<file path="src/rtl/step_seq_pkg.sv">
// Shared types and constants for the BPF step sequencer.
// Step indices name the phases of the default five-step instruction.
package step_seq_pkg;

   typedef enum logic {
      ST_IDLE = 1'b0,
      ST_RUN  = 1'b1
   } state_t;

   localparam int BPF_NSTEPS = 5;

   localparam int FETCH  = 0;
   localparam int DECODE = 1;
   localparam int EXEC   = 2;
   localparam int MEM    = 3;
   localparam int WB     = 4;

endpackage

</file>
<file path="src/rtl/step_seq_if.sv">
// Control/status bundle between the step sequencer and the datapath control.
// No valid/ready handshake: inputs are levels sampled on every rising edge; outputs are registered levels, except oDONE, which is a one-cycle pulse.
interface step_seq_if
   import step_seq_pkg::*;
#(
   parameter int NSTEPS = BPF_NSTEPS,
   parameter int CNTW   = 32
) ();

   localparam int IDXW = $clog2(NSTEPS);

   logic              iEN;
   logic              iSTALL;
   logic              iLAST;
   logic              iFLUSH;
   logic [NSTEPS-1:0] oSTEP;
   logic [IDXW-1:0]   oIDX;
   logic              oBUSY;
   logic              oDONE;
   logic [CNTW-1:0]   oICNT;
   state_t            oSTATE;

   modport master (
      output iEN, iSTALL, iLAST, iFLUSH,
      input  oSTEP, oIDX, oBUSY, oDONE, oICNT, oSTATE
   );

   modport slave (
      input  iEN, iSTALL, iLAST, iFLUSH,
      output oSTEP, oIDX, oBUSY, oDONE, oICNT, oSTATE
   );

endinterface

</file>
<file path="src/rtl/step_seq.sv">
// Multi-cycle one-hot step sequencer gating the BPF core phases.
// IDLE/RUN FSM with stall, early end, flush, retire pulse and retired count.
module step_seq
   import step_seq_pkg::*;
#(
   parameter int NSTEPS = BPF_NSTEPS,
   parameter int IDXW   = $clog2(NSTEPS),
   parameter int CNTW   = 32
) (
   input logic       iCLK,
   input logic       iRST,
   step_seq_if.slave bus
);

   localparam logic [IDXW-1:0]   LAST_IDX = IDXW'(NSTEPS - 1);
   localparam logic [NSTEPS-1:0] STEP0    = NSTEPS'(1);

   state_t            state_q, state_d;
   logic [IDXW-1:0]   idx_q, idx_d;
   logic [NSTEPS-1:0] step_q, step_d;
   logic              done_q, done_d;
   logic [CNTW-1:0]   icnt_q, icnt_d;
   logic              instr_end;

   always_ff @(posedge iCLK or posedge iRST) begin
      if (iRST) begin
         state_q <= ST_IDLE;
         idx_q   <= '0;
         step_q  <= '0;
         done_q  <= 1'b0;
         icnt_q  <= '0;
      end else begin
         state_q <= state_d;
         idx_q   <= idx_d;
         step_q  <= step_d;
         done_q  <= done_d;
         icnt_q  <= icnt_d;
      end
   end

   // Flush beats stall beats instruction end; iEN only matters at a boundary.
   always_comb begin
      state_d   = state_q;
      idx_d     = idx_q;
      done_d    = 1'b0;
      icnt_d    = icnt_q;
      instr_end = bus.iLAST || (idx_q == LAST_IDX);
      if (state_q == ST_IDLE) begin
         if (bus.iEN) begin
            state_d = ST_RUN;
            idx_d   = '0;
         end
      end else if (bus.iFLUSH) begin
         idx_d   = '0;
         state_d = bus.iEN ? ST_RUN : ST_IDLE;
      end else if (bus.iSTALL) begin
         idx_d = idx_q;
      end else if (instr_end) begin
         done_d  = 1'b1;
         icnt_d  = icnt_q + 1'b1;
         idx_d   = '0;
         state_d = bus.iEN ? ST_RUN : ST_IDLE;
      end else begin
         idx_d = idx_q + 1'b1;
      end
      // One-hot is registered alongside the index so the strobes are glitch-free.
      step_d = (state_d == ST_RUN) ? (STEP0 << idx_d) : '0;
   end

   always_comb begin
      bus.oSTEP  = step_q;
      bus.oIDX   = idx_q;
      bus.oBUSY  = (state_q == ST_RUN);
      bus.oDONE  = done_q;
      bus.oICNT  = icnt_q;
      bus.oSTATE = state_q;
   end

endmodule

</file>
<file path="src/flat_wrapper.sv">
// flat-port wrapper written by rule: the top's interface ports become plain ports
module step_seq_flat import step_seq_pkg::*;
#(
   parameter int NSTEPS = BPF_NSTEPS,
   parameter int IDXW   = $clog2(NSTEPS),
   parameter int CNTW   = 32
)
  (iCLK, iRST, bus_iEN, bus_iSTALL, bus_iLAST, bus_iFLUSH, bus_oSTEP, bus_oIDX, bus_oBUSY, bus_oDONE, bus_oICNT, bus_oSTATE);
  step_seq_if #(.NSTEPS(NSTEPS), .CNTW(CNTW)) bus_i ();
  input logic iCLK;
  input logic iRST;
  input wire logic [$bits(bus_i.iEN)-1:0] bus_iEN;
  input wire logic [$bits(bus_i.iSTALL)-1:0] bus_iSTALL;
  input wire logic [$bits(bus_i.iLAST)-1:0] bus_iLAST;
  input wire logic [$bits(bus_i.iFLUSH)-1:0] bus_iFLUSH;
  output wire logic [$bits(bus_i.oSTEP)-1:0] bus_oSTEP;
  output wire logic [$bits(bus_i.oIDX)-1:0] bus_oIDX;
  output wire logic [$bits(bus_i.oBUSY)-1:0] bus_oBUSY;
  output wire logic [$bits(bus_i.oDONE)-1:0] bus_oDONE;
  output wire logic [$bits(bus_i.oICNT)-1:0] bus_oICNT;
  output wire logic [$bits(bus_i.oSTATE)-1:0] bus_oSTATE;
  assign bus_i.iEN = bus_iEN;
  assign bus_i.iSTALL = bus_iSTALL;
  assign bus_i.iLAST = bus_iLAST;
  assign bus_i.iFLUSH = bus_iFLUSH;
  assign bus_oSTEP = bus_i.oSTEP;
  assign bus_oIDX = bus_i.oIDX;
  assign bus_oBUSY = bus_i.oBUSY;
  assign bus_oDONE = bus_i.oDONE;
  assign bus_oICNT = bus_i.oICNT;
  assign bus_oSTATE = bus_i.oSTATE;
  step_seq #(.NSTEPS(NSTEPS), .IDXW(IDXW), .CNTW(CNTW)) u_core (.iCLK(iCLK), .iRST(iRST), .bus(bus_i));
endmodule
</file>
<file path="config.mk">
export PLATFORM = sky130hd
export DESIGN_NAME = step_seq_flat
export DESIGN_NICKNAME = d
export VERILOG_FILES = /design/src/rtl/step_seq_pkg.sv /design/src/rtl/step_seq_if.sv /design/src/rtl/step_seq.sv /design/src/flat_wrapper.sv
export SDC_FILE = /design/constraint.sdc
export NUM_CORES = 1
export LEC_CHECK = 0
export ABC_AREA = 0
export BUFFER_PORTS_ARGS = -buffer_cell sky130_fd_sc_hd__buf_2
export CAP_MARGIN = 15
export CORE_MARGIN = 2
export CORE_UTILIZATION = 31
export CTS_BUF_LIST = sky130_fd_sc_hd__clkbuf_4 sky130_fd_sc_hd__clkbuf_8
export DETAILED_ROUTE_END_ITERATION = 7
export PLACE_DENSITY = 0.62
export SYNTH_ARGS = -nofsm -noshare
export SYNTH_HDL_FRONTEND = slang
export SYNTH_SLANG_ARGS = --single-unit
</file>
<file path="constraint.sdc">
create_clock -name iCLK -period 1.6 [get_ports iCLK]
set_input_delay 0.16 -clock iCLK [delete_from_list [all_inputs] [get_ports iCLK]]
set_output_delay 0.16 -clock iCLK [all_outputs]
set_load 0.05 [all_outputs]
</file>
==> parameters.txt <==
Parameter                              Value

Run status
  Run status ... finished, violations left
  Violated checks ... negative hold slack, negative setup slack

STA
  Hold Worst Slack ... -0.00609 ns
  Final hold violation count ... 16
  Tightest slew margin relative to the limit ... 0.640
  Setup-failing EPs final ... 16
  Unrepaired setup endpoints after global routing ... true
  F_max ... between 0.5 and 0.6 GHz
  Fin crit period ... 1.69 ns
  Smallest setup slack after layout ... -0.0852 ns
  Max Clock Skew ... about 0.007 ns
  Slew of the pin with the lowest slew margin ... 0.539 ns
  Tcrit/Tclk final ... 1.05
  Final Max Tran Viols ... 0

Clock tree
  Cts bufs inserted ... 5
  TritonCTS clock tree ... yes
  Clock sink count ... 42
  Clock tree buffer depth ... 2
  Clock insertion delay at the later pin of the skew report ... 0.29 ns
  Cell at the root of the clock tree ... sky130_fd_sc_hd__clkbuf_8
  Clock transition at path regs ... roughly 0.080 ns
  Cts hold-fix bufs ... 0
  # H-tree levels ... 2

Power
  Cell internal power dissipation ... 0.00169 W
  Worst vdd rail ir drop ... between 900 and 1000 uV
  Switching pwr ... just over 0.0008 W
  Switching Fraction ... 0.329
  Power density over the cells ... 859 nW/um2
  Combinational share of power ... 0.242
  Total leakage power ... approximately 1.5 nW
  Clock group share of total power ... 0.286
  Share of power burned in registers ... 0.472

Global route
  Initial antenna violation count ... 0
  Vias in the first global route ... roughly 1500
  Residual overflow from global routing ... 0
  First-pass GRT wire length ... 7140 um
  Maximum number of pins on one net before global-route repair ... 43
  Gr usage total ... 0.140

Worst setup path
  Last element of the critical path ... u_core.bus.oICNT[18]$_DFFE_PP0P_
  Worst setup path startpoint ... u_core.bus.oIDX[1]$_DFF_PP0_
  Worst R2R Setup Slack ... -0.09 ns
  Type of destination of the critical path ... flop
  Worst reg-to-reg path cell count ... 7
  Class of the most critical setup path ... reg -> reg
  Critical Path RT ... 1.80 ns
  Kind of start point of the critical path ... flop
  Reg-to-Reg Start ... u_core.bus.oIDX[1]$_DFF_PP0_
  Arrival time of data at the critical path endpoint ... 1.89 ns
  Maximum fanout along the worst path ... 3
  End of the worst register-to-register path ... u_core.bus.oICNT[18]$_DFFE_PP0P_

Floorplanning
  Chip Height ... roughly 83 um
  Number of top-level design ports ... just under 50
  Initial core utilization ... 0.323
  Num rows ... 28
  Die Footprint ... approximately 6800 um2
  Core region area ... just under 6000 um2
  Die extent in x ... around 83 um

Route
  First DRT Iteration DRCs ... 25
  Routed via count ... 1529
  Drt first pass iters ... 4
  DRC violations left ... 0
  Final Routed Wirelength ... 4450 um
  Average wire length per cell after detail routing ... 13.0 um
  Average via count per standard cell ... 4.47
  Final antenna-violating net count ... 0

Hold path
  Tightest Hold Check Type ... in -> async

Cells and area
  Finished Cell Area ... 2920 um2
  Number of nets in the layout ... roughly 280
  Register area ... 1080 um2
  Antenna diode count ... 0
  Multi-input gate area in the final layout ... just over 1000 um2
  Final core utilization ... 0.491
  Number of filler instances in the final layout ... 574
  Fraction of final layout cells with drive strength greater than 1 ... 0.633
  Layout Area Growth over Synthesis ... 52.1%

Synthesis
  Most common flop cell mapped by yosys ... sky130_fd_sc_hd__dfrtp_1
  Synth warnings ... 0
  Share of synthesized registers carrying an async set or reset ... 1.00
  Cell area after synthesis ... 1920 um2
  Fraction of the yosys area taken by sequential cells ... 0.547
  Net count after synthesis ... 174
  Number of enable flip-flop cells after synthesis ... 0
  Flop and latch count out of synthesis ... 42
  Synthesized netlist cell count ... 165
  Distinct cell type count of the synthesized netlist ... 35
  Post-Synthesis Mean Instance Area ... 11.6 um2

Placement
  Placer congestion estimate ... roughly 0.77
  Number of input and output port buffers inserted ... 48
  Final HPWL from detailed placement ... about 3200 um
  Cell area after placement ... between 2000 and 3000 um2

Job
  Max-cap violation count ... 0
## power groups by stage
stage | Combinational, W | Sequential (W) | Clock, W
2_1_floorplan | 0.000165 | 0.00142 | 0
3_3_place_gp | 0.000565 | 0.00121 | 0
3_5_place_dp | 0.000571 | 0.00121 | 0
4_1_cts | 0.000576 | 0.00119 | 0.000751
5_1_grt | 0.000653 | 0.00120 | 0.000800
6_report | 0.000608 | 0.00119 | 0.000718
## synth_stat cells, drive strengths merged (4+ instances only)
cell	count	area, um2
dfrtp	42	1050
xnor2	22	193
nand2	17	63.8
nand3	9	55.1
xor2	9	78.8
inv	8	30.0
nor2	8	32.5
nand4	7	58.8
nor3	6	30.0
and3	4	25.0
nor3b	4	35.0
## worst min-delay path by stage
stage	start	slack (ns)	to	cells past startpoint
after global placement	iRST	0.32	u_core.bus.oICNT[31]$_DFFE_PP0P_	3
after floorplan	bus_iEN	0.26	u_core.bus.oBUSY$_DFF_PP0_	2
after global routing	iRST	0.07	u_core.bus.oICNT[31]$_DFFE_PP0P_	3
final	iRST	-0.006	u_core.bus.oICNT[26]$_DFFE_PP0P_	3
after detailed placement	iRST	0.33	u_core.bus.oICNT[31]$_DFFE_PP0P_	3
after CTS	iRST	0.008	u_core.bus.oICNT[31]$_DFFE_PP0P_	3
## stage by stage
step,cells,setup WS [ns],setup TNS [ns],power (W),hold WS [ns]
after global routing,342,-0.182,-2.76,0.00265,0.0662
after global placement,325,-0.0431,-0.167,0.00177,0.321
after detailed placement,325,-0.126,-0.430,0.00178,0.328
after CTS,338,-0.0859,-0.449,0.00252,0.00805
final,342,-0.0852,-0.462,0.00251,-0.00609
after floorplan,165,-0.275,-3.19,0.00159,0.263
## per-layer routing
layer / track usage / wire length, um
met1: 0.174 / 1960
met2: 0.236 / 2210
met3: 0.0391 / 227
met4: 0.0393 / 51
met5: 0 / 0
## critical path: stages (launching register included)
cell and delay [ns]:
sky130_fd_sc_hd__dfrtp_2 0.41, sky130_fd_sc_hd__inv_2 0.07, sky130_fd_sc_hd__ha_4 0.12, sky130_fd_sc_hd__a21o_1 0.17, sky130_fd_sc_hd__nand4_4 0.13, sky130_fd_sc_hd__or3_4 0.40
sky130_fd_sc_hd__nor3_4 0.14, sky130_fd_sc_hd__xnor2_1 0.16
## timing repair
action / 4_1_cts / 5_1_grt
setup endpoints to repair: 14 / 28
pin swaps: 5 / 20
endpoints found under the hold margin: 0 / 0
buffers inserted: 5 / 4
resized for setup: 3 / 21
gates cloned: 0 / 0
## area by class of cell
cell class                 count  area share
sequential                    42       0.369
multi-input combinational    114       0.348
timing repair buffer          95       0.208
tap                           75      0.0321
clock buffer                   6      0.0283
inverter                       8      0.0103
clock inverter                 2     0.00428
## cell usage in the layout, fill, tap and decap left out, types with 3 or more instances in the layout
cell type and count:
sky130_fd_sc_hd__buf_2 48, sky130_fd_sc_hd__buf_4 43, sky130_fd_sc_hd__dfrtp_2 23, sky130_fd_sc_hd__xnor2_1 21
sky130_fd_sc_hd__dfrtp_1 19, sky130_fd_sc_hd__nand2_1 14, sky130_fd_sc_hd__xor2_1 8, sky130_fd_sc_hd__nand3_1 6
sky130_fd_sc_hd__nand4_1 6, sky130_fd_sc_hd__clkbuf_8 6, sky130_fd_sc_hd__inv_1 5, sky130_fd_sc_hd__buf_6 4
sky130_fd_sc_hd__nand3_2 3, sky130_fd_sc_hd__nor3b_2 3, sky130_fd_sc_hd__inv_2 3, sky130_fd_sc_hd__and3_1 3
sky130_fd_sc_hd__nor2_1 3, sky130_fd_sc_hd__nor3_4 3, sky130_fd_sc_hd__nor2_2 3
## cell families (layout without fill, tap and decap cells)
family,count (synthesis),count (layout),share of synthesized area
simple gates,69,69,0.230
compound gates,10,10,0.0371
fa+ha+maj,3,3,0.0195
flops,42,42,0.547
buf+inv,9,111,0.0195
xor+xnor,31,31,0.141
mux,1,1,0.00586
## state kept, by name (all words and copies together), names as in the netlist
| signal | count |
|---|---|
| u_core.bus.oBUSY | 1 |
| u_core.bus.oDONE | 1 |
| u_core.bus.oICNT | 32 |
| u_core.bus.oIDX | 3 |
| u_core.bus.oSTEP | 5 |
Note: power is estimated with default switching activity, not from simulation.
